--- src/rtl/vga_text_console_if.sv ---
// Byte-stream input and write-only bus output of the text console.
// master: the console itself; slave: the byte source / bus sink side.
interface vga_text_console_if;
    logic [7:0]  data_i;
    logic [7:0]  color_i;
    logic        valid_i;
    logic        ready_o;
    logic        req_o;
    logic        write_enable_o;
    logic [3:0]  mem_be_o;
    logic [31:0] addr_o;
    logic [31:0] write_data_o;
    logic [6:0]  cursor_col_o;
    logic [4:0]  cursor_row_o;

    modport master (
        input  data_i, color_i, valid_i,
        output ready_o, req_o, write_enable_o, mem_be_o, addr_o, write_data_o,
        output cursor_col_o, cursor_row_o
    );

    modport slave (
        output data_i, color_i, valid_i,
        input  ready_o, req_o, write_enable_o, mem_be_o, addr_o, write_data_o,
        input  cursor_col_o, cursor_row_o
    );
endinterface

--- src/rtl/vga_text_console.sv ---
// Text console front end: turns a character stream into char-map and
// colour-map writes, tracking a cursor with line wrap and screen clear.
module vga_text_console #(
    parameter int COLS = 80,
    parameter int ROWS = 30
) (
    input  logic                clk_i,
    input  logic                rst_i,
    vga_text_console_if.master  cif
);
    localparam int NWORDS = COLS * ROWS / 4;

    typedef enum logic [2:0] {IDLE, WR_CHAR, WR_COL, CLR_CHAR, CLR_COL} state_t;

    state_t      state, state_nxt;
    logic [6:0]  col;
    logic [4:0]  row;
    logic [4:0]  row_inc;
    logic [7:0]  data_q, color_q;
    logic [9:0]  clr_k;
    logic [11:0] lin;
    logic        accept, is_print, clr_last;

    assign lin      = 12'(row) * 12'(COLS) + 12'(col);
    assign accept   = cif.valid_i && (state == IDLE);
    assign is_print = (cif.data_i >= 8'h20) && (cif.data_i <= 8'h7E);
    assign clr_last = (clr_k == 10'(NWORDS - 1));
    // Row advance wraps to the top; there is no scrolling.
    assign row_inc  = (row == 5'(ROWS - 1)) ? 5'd0 : row + 5'd1;

    assign cif.ready_o        = (state == IDLE);
    assign cif.write_enable_o = cif.req_o;
    assign cif.cursor_col_o   = col;
    assign cif.cursor_row_o   = row;

    // State register.
    always_ff @(posedge clk_i or posedge rst_i) begin
        if (rst_i) state <= IDLE;
        else       state <= state_nxt;
    end

    // Next state and bus outputs; bus is all-zero outside request cycles.
    always_comb begin
        state_nxt        = state;
        cif.req_o        = 1'b0;
        cif.mem_be_o     = 4'b0000;
        cif.addr_o       = 32'h0;
        cif.write_data_o = 32'h0;
        case (state)
            IDLE: begin
                if (accept) begin
                    if (is_print)                  state_nxt = WR_CHAR;
                    else if (cif.data_i == 8'h0C)  state_nxt = CLR_CHAR;
                end
            end
            WR_CHAR: begin
                cif.req_o        = 1'b1;
                cif.addr_o       = {18'b0, 2'b00, lin};
                cif.mem_be_o     = 4'b0001 << lin[1:0];
                cif.write_data_o = {4{data_q}};
                state_nxt        = WR_COL;
            end
            WR_COL: begin
                cif.req_o        = 1'b1;
                cif.addr_o       = {18'b0, 2'b01, lin};
                cif.mem_be_o     = 4'b0001 << lin[1:0];
                cif.write_data_o = {4{color_q}};
                state_nxt        = IDLE;
            end
            CLR_CHAR: begin
                cif.req_o        = 1'b1;
                cif.addr_o       = {18'b0, 2'b00, clr_k, 2'b00};
                cif.mem_be_o     = 4'b1111;
                cif.write_data_o = 32'h2020_2020;
                if (clr_last) state_nxt = CLR_COL;
            end
            CLR_COL: begin
                cif.req_o        = 1'b1;
                cif.addr_o       = {18'b0, 2'b01, clr_k, 2'b00};
                cif.mem_be_o     = 4'b1111;
                cif.write_data_o = {4{color_q}};
                if (clr_last) state_nxt = IDLE;
            end
            default: state_nxt = IDLE;
        endcase
    end

    // Byte latch, cursor movement and clear word counter.
    always_ff @(posedge clk_i or posedge rst_i) begin
        if (rst_i) begin
            col     <= '0;
            row     <= '0;
            data_q  <= '0;
            color_q <= '0;
            clr_k   <= '0;
        end else begin
            case (state)
                IDLE: begin
                    if (accept) begin
                        data_q  <= cif.data_i;
                        color_q <= cif.color_i;
                        clr_k   <= '0;
                        // Control bytes act on the cursor right at accept.
                        case (cif.data_i)
                            8'h0A: begin
                                col <= '0;
                                row <= row_inc;
                            end
                            8'h0D: col <= '0;
                            8'h08: if (col != 7'd0) col <= col - 7'd1;
                            default: ;
                        endcase
                    end
                end
                WR_COL: begin
                    if (col == 7'(COLS - 1)) begin
                        col <= '0;
                        row <= row_inc;
                    end else begin
                        col <= col + 7'd1;
                    end
                end
                CLR_CHAR: clr_k <= clr_last ? 10'd0 : clr_k + 10'd1;
                CLR_COL: begin
                    if (clr_last) begin
                        col <= '0;
                        row <= '0;
                    end else begin
                        clr_k <= clr_k + 10'd1;
                    end
                end
                default: ;
            endcase
        end
    end
endmodule

--- src/flat_wrapper.sv ---
// flat-port wrapper written by rule: the top's interface ports become plain ports
module vga_text_console_flat 
#(
    parameter int COLS = 80,
    parameter int ROWS = 30
)
  (clk_i, rst_i, cif_data_i, cif_color_i, cif_valid_i, cif_ready_o, cif_req_o, cif_write_enable_o, cif_mem_be_o, cif_addr_o, cif_write_data_o, cif_cursor_col_o, cif_cursor_row_o);
  vga_text_console_if cif_i ();
  input  logic clk_i;
  input  logic rst_i;
  input wire logic [$bits(cif_i.data_i)-1:0] cif_data_i;
  input wire logic [$bits(cif_i.color_i)-1:0] cif_color_i;
  input wire logic [$bits(cif_i.valid_i)-1:0] cif_valid_i;
  output wire logic [$bits(cif_i.ready_o)-1:0] cif_ready_o;
  output wire logic [$bits(cif_i.req_o)-1:0] cif_req_o;
  output wire logic [$bits(cif_i.write_enable_o)-1:0] cif_write_enable_o;
  output wire logic [$bits(cif_i.mem_be_o)-1:0] cif_mem_be_o;
  output wire logic [$bits(cif_i.addr_o)-1:0] cif_addr_o;
  output wire logic [$bits(cif_i.write_data_o)-1:0] cif_write_data_o;
  output wire logic [$bits(cif_i.cursor_col_o)-1:0] cif_cursor_col_o;
  output wire logic [$bits(cif_i.cursor_row_o)-1:0] cif_cursor_row_o;
  assign cif_i.data_i = cif_data_i;
  assign cif_i.color_i = cif_color_i;
  assign cif_i.valid_i = cif_valid_i;
  assign cif_ready_o = cif_i.ready_o;
  assign cif_req_o = cif_i.req_o;
  assign cif_write_enable_o = cif_i.write_enable_o;
  assign cif_mem_be_o = cif_i.mem_be_o;
  assign cif_addr_o = cif_i.addr_o;
  assign cif_write_data_o = cif_i.write_data_o;
  assign cif_cursor_col_o = cif_i.cursor_col_o;
  assign cif_cursor_row_o = cif_i.cursor_row_o;
  vga_text_console #(.COLS(COLS), .ROWS(ROWS)) u_core (.clk_i(clk_i), .rst_i(rst_i), .cif(cif_i));
endmodule
--- config.mk ---
export PLATFORM = sky130hd
export DESIGN_NAME = vga_text_console_flat
export DESIGN_NICKNAME = d
export VERILOG_FILES = /design/src/rtl/vga_text_console_if.sv /design/src/rtl/vga_text_console.sv /design/src/flat_wrapper.sv
export SDC_FILE = /design/constraint.sdc
export NUM_CORES = 1
export LEC_CHECK = 0
export BUFFER_PORTS_ARGS = -buffer_cell sky130_fd_sc_hd__clkbuf_2
export CAP_MARGIN = 25
export CORE_UTILIZATION = 42
export DETAILED_ROUTE_END_ITERATION = 10
export PLACE_DENSITY = 0.69
export SYNTH_ARGS = -nofsm -noshare
export SYNTH_HDL_FRONTEND = slang
export SYNTH_SLANG_ARGS = --single-unit
--- constraint.sdc ---
create_clock -name clk_i -period 3.2 [get_ports clk_i]
set_input_delay 0.64 -clock clk_i [delete_from_list [all_inputs] [get_ports clk_i]]
set_output_delay 0.64 -clock clk_i [all_outputs]
set_load 0.005 [all_outputs]
==> reports/results.tsv, run 1 <==
stage	metric	value	unit
outcome	status	finished, final reports clean	
yosys	top cells by area, synth	dfrtp_1, buf_4, nand2_1	
clocking	H-tree levels	2	
sta	f_max	0.327	GHz
sta	unrepaired setup endpoints after global routing	no	
grt	first-pass GRT wire length	12300	µm
detailed_routing	DR WL met2	3960	µm
worst_hold_path	Worst Hold Class	input pin to async pin	
floorplan	die width	89.3	µm
yosys	Post-synth EDFFs	0	
detailed_routing	top routing layer in use	met4	
layout	fill count	738	
layout	Util after Layout	0.495	
setup_path	R2R Path Start	u_core.state[2]	
floorplan	Row Count	31	
layout	ratio of cells with drive above 1 in the final layout	0.254	
floorplan	Initial Utilization	0.439	
clocking	CTS clk-pin slew, worst paths	0.08	ns
clocking	CTS tree	done	
grt	GRT overflow	0	
power_and_ir_drop	Peak supply drop	0.211	mV
detailed_routing	drt first pass iters	4	
sta	final setup violation count	0	
yosys	cell count after synthesis	380	
sta	headroom to the max-slew limit	0.572	
layout	Multi-input gate area	1840	µm²
run	max_cap viols	0	
detailed_routing	Vias	2749	
power_and_ir_drop	Power Total	2.77	mW
setup_path	Cell Chain, Critical Path	ha_4 -> ha_1 -> inv_1 -> fa_2 -> xor2_2 -> nor3_2 -> xor2_1 -> a22o_1 -> clkbuf_2	
clocking	CTS Sinks	41	
clocking	worst skew pair latency	0.30	ns
setup_path	critical path required time	2.56	ns
setup_path	RR Endpoint	u_core.clr_k[5]	
layout	fin nets	475	
clocking	maximum clock insertion buffer count	2	
clocking	cts hold-fix bufs	0	
yosys	Mapped Area	3200	µm²
setup_path	CP Class	flip-flop to primary output	
setup_path	Worst Path Max Fanout	7	
setup_path	critical path's slowest cell	dfrtp_2	
grt	largest net degree at the start of global routing	42	
detailed_routing	routed wire length per instance	14.6	µm
power_and_ir_drop	Cell Pwr Density	767	nW/µm²
setup_path	R2R Setup Slk	0.61	ns
layout	antenna fix cells	0	
yosys	Async SR Flop Fraction	1.00	
placed_design	I/O Buffers	82	
detailed_routing	Final ANT Viol Nets	0	
placed_design	dpl cell area	3480	µm²
sta	Layout Skew	0.00490	ns
sta	Final TNS setup	0	ns
detailed_routing	DRC	0	
yosys	dominant synthesized flop cell	dfrtp_1	
yosys	Avg Synthesized Cell Area	8.43	µm²
yosys	top-area cell type share of the netlist area	0.320	
setup_path	Critical Path Sink Type	primary output	
grt	vias in the first global route	2497	
layout	Layout area overhead	12.7	%
floorplan	die height	89.3	µm
grt	GRT Util Overall	0.203	
sta	hold_ws	0.442	ns
power_and_ir_drop	reported leakage power	1.88	nW
setup_path	max incr delay on CP	0.47	ns
setup_path	Worst setup SP type	flip-flop	
setup_path	crit path to	cif_addr_o[10]	
yosys	post-synthesis sequential area ratio	0.320	
floorplan	die area	7980	µm²
placed_design	RD Place Congestion	0.855	
yosys	library cells used by synthesis	50	
clocking	Num CTS Buffers	5	
sta	worst-margin pin slew	0.640	ns
setup_path	worst path arrival time	2.42	ns
yosys	FF+latch count, synth	41	
layout	final instance area	3610	µm²
layout	storage element area	1030	µm²
yosys	cell taking the most area after synthesis	dfrtp_1	
floorplan	total core area	7290	µm²
detailed_routing	drt initial violations	112	
clocking	CTS root buffer	clkbuf_8	
yosys	synth warn	0	
yosys	Post-synth top cells	nand2_1, buf_4, dfrtp_1, nor2_1, ha_1	
sta	crit path time final	3.06	ns
setup_path	R2R depth	5	
floorplan	IO Pins	102	
sta	final hold vios	0	
grt	initial antenna violation count	0	
detailed_routing	Detail Route met3 WL	301	µm
detailed_routing	final WL	7820	µm
clocking	Post-CTS Setup Inserts	0	
sta	period utilization	0.957	
setup_path	CP startpoint	u_core.cif.cursor_row_o[3]	
detailed_routing	DR vias/cell	5.13	
placed_design	hpwl dp	5960	µm
sta	Slew Viols, Final	0	
detailed_routing	wire length on met1	3400	µm
yosys	top-count cell post-synth	nand2_1	
## what timing repair did
item,CTS,global route
pin swaps,0,3
gates resized for setup,1,7
setup endpoints to repair,1,2
gates cloned,0,0
## cell families (layout without fill, tap and decap cells)
logic type,count (synthesis),count (layout),synth area share
AO/OA/AOI/OAI,70,70,0.151
XOR/XNOR,23,23,0.0629
adder cells (fa/ha/maj),19,19,0.0789
buffers and inverters,72,111,0.138
flip-flops,41,41,0.320
multiplexers,9,9,0.0309
other,1,19,0.00117
AND/OR/NAND/NOR,145,145,0.216
## how the worst min path moves through the flow
stage	slack, ns	startpoint	cells after the start	end
2_1_floorplan	0.44	u_core.color_q[5]	2	u_core.color_q[5]
3_3_place_gp	0.46	u_core.color_q[3]	2	u_core.color_q[3]
3_5_place_dp	0.46	u_core.color_q[5]	2	u_core.color_q[5]
4_1_cts	0.47	rst_i	3	u_core.color_q[6]
5_1_grt	0.50	rst_i	3	u_core.color_q[4]
6_report	0.44	rst_i	3	u_core.color_q[6]
## through the flow
stage / cells / worst slack [ns]
final: 536 / 0.138
after global routing: 536 / 0.0176
after CTS: 536 / 0.0594
after detailed placement: 529 / 0.327
after global placement: 529 / 0.375
after floorplan: 398 / 0.517
## cell type report
type                            count  area share
Tap cell                           99      0.0343
Multi-Input combinational cell    285       0.510
Clock buffer                        7      0.0239
Inverter                           12      0.0125
Sequential cell                    41       0.285
Timing Repair Buffer               92       0.134
## sequential cells by signal (all words and copies together), names as in the netlist
| name | cells |
|---|---|
| u_core.cif.cursor_col_o | 7 |
| u_core.cif.cursor_row_o | 5 |
| u_core.clr_k | 10 |
| u_core.color_q | 8 |
| u_core.data_q | 8 |
| u_core.state | 3 |
## power by group
part | total, mW | internal [mW] | switching, mW | leakage, nW
clock network | 0.348 | 0.171 | 0.177 | 0.0443
logic | 1.56 | 0.699 | 0.860 | 1.30
registers | 0.861 | 0.676 | 0.185 | 0.535
## per-layer routing
| layer | vias up | global-route usage |
|---|---|---|
| li1 | 1375 | - |
| met3 | 12 | 0.0259 |
| met4 | 0 | 0.0967 |
| met5 | - | 0 |
| met2 | 60 | 0.328 |
| met1 | 1302 | 0.270 |
## layout by cell type, fill, tap and decap left out, types with 7 or more instances in the layout
cell type,instances
xnor2_1,13
o21ai_0,16
clkbuf_2,82
ha_1,16
a21oi_1,8
nor2_1,21
inv_1,12
buf_4,10
xor2_1,9
nor3_1,7
nand3_1,10
conb_1,19
a22o_1,15
nand2_1,71
dfrtp_1,39
## worst max-delay path, delay by kind of cell (launching register included)
family,cells,cell delay (ns)
AOI/OAI and AO/OA,1,0.14
xor gates and xnor gates,2,0.33
adders and majority gates,3,0.83
buffers and inverters,2,0.18
DFF,1,0.47
and+or+nand+nor,1,0.19
No activity file was read; power rests on OpenSTA's default activity.
==> run 2, diff against run 1 <==
==> constraint.sdc (replaced) <==
create_clock -name clk_i -period 3.2 [get_ports clk_i]
set_input_delay 0.48 -clock clk_i [delete_from_list [all_inputs] [get_ports clk_i]]
set_output_delay 0.48 -clock clk_i [all_outputs]
set_load 0.005 [all_outputs]
==> run 2 against run 1 <==
  * Sequential power shrank 0.5%
  * Final cell count shrank 0.19%
  * Clock skew grew 0.0012 ns
  * First-iteration DRC count grew 7.1%
  * Hold slack lost 0.16 ns
  * Combinational power shrank 4%
  * Die area is the same
  * Setup slack lost 0.0012 ns
  * Via count grew 1.7%
  * Flip-flop and latch count is the same
  * Clock-buffer cell count shrank 2
  * Register-to-register slack gained 0.11 ns
==> reports/results.tsv, run 2 (synthesis gave the netlist of run 1 again) <==
stage	metric	value	unit
power_and_ir_drop	Power Total	2.85	mW
layout	max FFs per register	10	
setup_path	critical path required time	2.72	ns
setup_path	CP startpoint	u_core.cif.cursor_row_o[1]	
setup_path	CP Class	flip-flop to primary output	
grt	GRT Util Overall	0.194	
grt	largest net degree at the start of global routing	42	
setup_path	R2R Path Start	u_core.state[2]	
power_and_ir_drop	Cell Pwr Density	792	nW/µm²
setup_path	Critical Path Sink Type	primary output	
power_and_ir_drop	Peak supply drop	0.201	mV
sta	f_max	0.326	GHz
sta	Slew Viols, Final	0	
outcome	status	finished, final reports clean	
layout	Util after Layout	0.494	
clocking	CTS Sinks	41	
clocking	Num CTS Buffers	5	
floorplan	Row Count	31	
clocking	Post-CTS Setup Inserts	0	
worst_hold_path	Worst Hold Class	input pin to async pin	
layout	ratio of cells with drive above 1 in the final layout	0.239	
detailed_routing	DRC	0	
clocking	Resize count post-CTS	0	
power_and_ir_drop	switching part of the total power	0.421	
layout	final instance area	3600	µm²
clocking	cts hold-fix bufs	0	
detailed_routing	routed wire length per instance	14.0	µm
layout	largest register by flop count	u_core.clr_k	
grt	GRT overflow	0	
setup_path	max incr delay on CP	0.46	ns
detailed_routing	Vias	2796	
sta	final hold vios	0	
setup_path	Worst setup SP type	flip-flop	
placed_design	RD Place Congestion	0.891	
floorplan	die height	89.3	µm
detailed_routing	drt first pass iters	4	
sta	Final TNS setup	0	ns
clocking	CTS tree	done	
grt	vias in the first global route	2494	
setup_path	Cell Chain, Critical Path	ha_1 -> ha_1 -> inv_1 -> fa_1 -> nor3b_1 -> xnor2_1 -> a22o_1 -> clkbuf_2	
layout	top flop regs	u_core.clr_k: 10 flops, u_core.color_q: 8 flops, u_core.data_q: 8 flops	
detailed_routing	DR vias/cell	5.23	
detailed_routing	drt initial violations	120	
power_and_ir_drop	Int Pwr	1.65	mW
sta	crit path time final	3.06	ns
placed_design	I/O Buffers	82	
power_and_ir_drop	Combinational Power Share	0.522	
sta	worst-margin pin slew	0.640	ns
layout	antenna fix cells	0	
detailed_routing	final WL	7510	µm
clocking	CTS clk-pin slew, worst paths	0.08	ns
setup_path	Crit path top cell by count	ha_1	
floorplan	die area	7980	µm²
clocking	CTS root buffer	clkbuf_8	
run	max_cap viols	0	
floorplan	Initial Utilization	0.439	
setup_path	worst path arrival time	2.58	ns
floorplan	die width	89.3	µm
sta	Final Worst Setup Slack	0.137	ns
sta	headroom to the max-slew limit	0.572	
power_and_ir_drop	sequential share of power	0.300	
placed_design	pre-CTS setup slack	0.462	ns
grt	initial antenna violation count	0	
setup_path	critical path's slowest cell	fa_1	
sta	Layout Skew	0.00611	ns
layout	most frequent cells in the layout	clkbuf_2, nand2_1, dfrtp_1	
floorplan	IO Pins	102	
sta	period utilization	0.957	
floorplan	total core area	7290	µm²
clocking	H-tree levels	2	
clocking	worst skew pair latency	0.30	ns
sta	final setup violation count	0	
layout	Layout area overhead	12.6	%
clocking	maximum clock insertion buffer count	2	
sta	unrepaired setup endpoints after global routing	no	
power_and_ir_drop	reported leakage power	1.89	nW
power_and_ir_drop	Sw Pwr	1.20	mW
placed_design	hpwl dp	5790	µm
placed_design	dpl cell area	3470	µm²
layout	fin nets	473	
grt	first-pass GRT wire length	11800	µm
layout	most common cell after layout, fill and taps aside	clkbuf_2	
power_and_ir_drop	Clock power frac	0.178	
detailed_routing	Final ANT Viol Nets	0	
setup_path	Worst Path Max Fanout	7	
run 2: cell count changes in the layout (fill, tap and decap cells not counted), moves of 2 or more:
cell,delta
buf_4,-2
bufinv_16,+2
dfrtp_1,+2
dfrtp_2,-2
run 2: metrics by stage:
stage | cells | hold slack, ns
global route | 535 | 0.349
finish | 535 | 0.284
global placement | 527 | 0.460
detailed placement | 527 | 0.463
CTS | 535 | 0.306
floorplan | 398 | 0.439
run 2: final cells by class:
type                            count  area [µm²]
Clock buffer                        5        68.8
Clock inverter                      3        68.8
Fill cell                         714        3690
Inverter                           12        45.0
Multi-Input combinational cell    285        1800
Sequential cell                    41        1030
Tap cell                           99         124
Timing Repair Buffer               90         470
run 2: per-layer routing:
| metal | share of wire | routed length, µm | up-vias | track usage |
|---|---|---|---|---|
| met3 | 0.045 | 340 | 14 | 0.0323 |
| met2 | 0.50 | 3750 | 79 | 0.333 |
| met4 | 0.022 | 167 | 0 | 0.0765 |
| met5 | 0 | 0 | - | 0 |
| li1 | - | - | 1378 | - |
| met1 | 0.43 | 3250 | 1325 | 0.245 |
run 2: path summary, 6_finish.rpt:
path                                         endpoint  slack, ns  cells past startpoint
max                                     cif_addr_o[9]       0.14                      8
max reg2reg                           u_core.clr_k[5]       0.72                      5
max in group asynchronous  u_core.cif.cursor_row_o[4]       2.55                      3
min in group clk_i                  u_core.color_q[5]       0.36                      3
min reg2reg                          u_core.data_q[1]       0.48                      2
min                                 u_core.color_q[6]       0.28                      3
run 2: power by group through the flow:
stage | Clock [mW] | Sequential (mW) | Combinational [mW]
final | 0.508 | 0.857 | 1.49
after global placement | 0 | 0.854 | 1.48
after CTS | 0.517 | 0.854 | 1.51
after floorplan | 0 | 0.798 | 1.17
after global routing | 0.539 | 0.884 | 1.71
after detailed placement | 0 | 0.865 | 1.49
run 2: worst max-delay path: cells and delay by family (launching register included):
family | cells | cell delay [ns]
compound gates | 1 | 0.21
flops | 1 | 0.45
simple gates | 1 | 0.35
buf+inv | 2 | 0.19
fa+ha+maj | 3 | 1.00
xor+xnor | 1 | 0.10
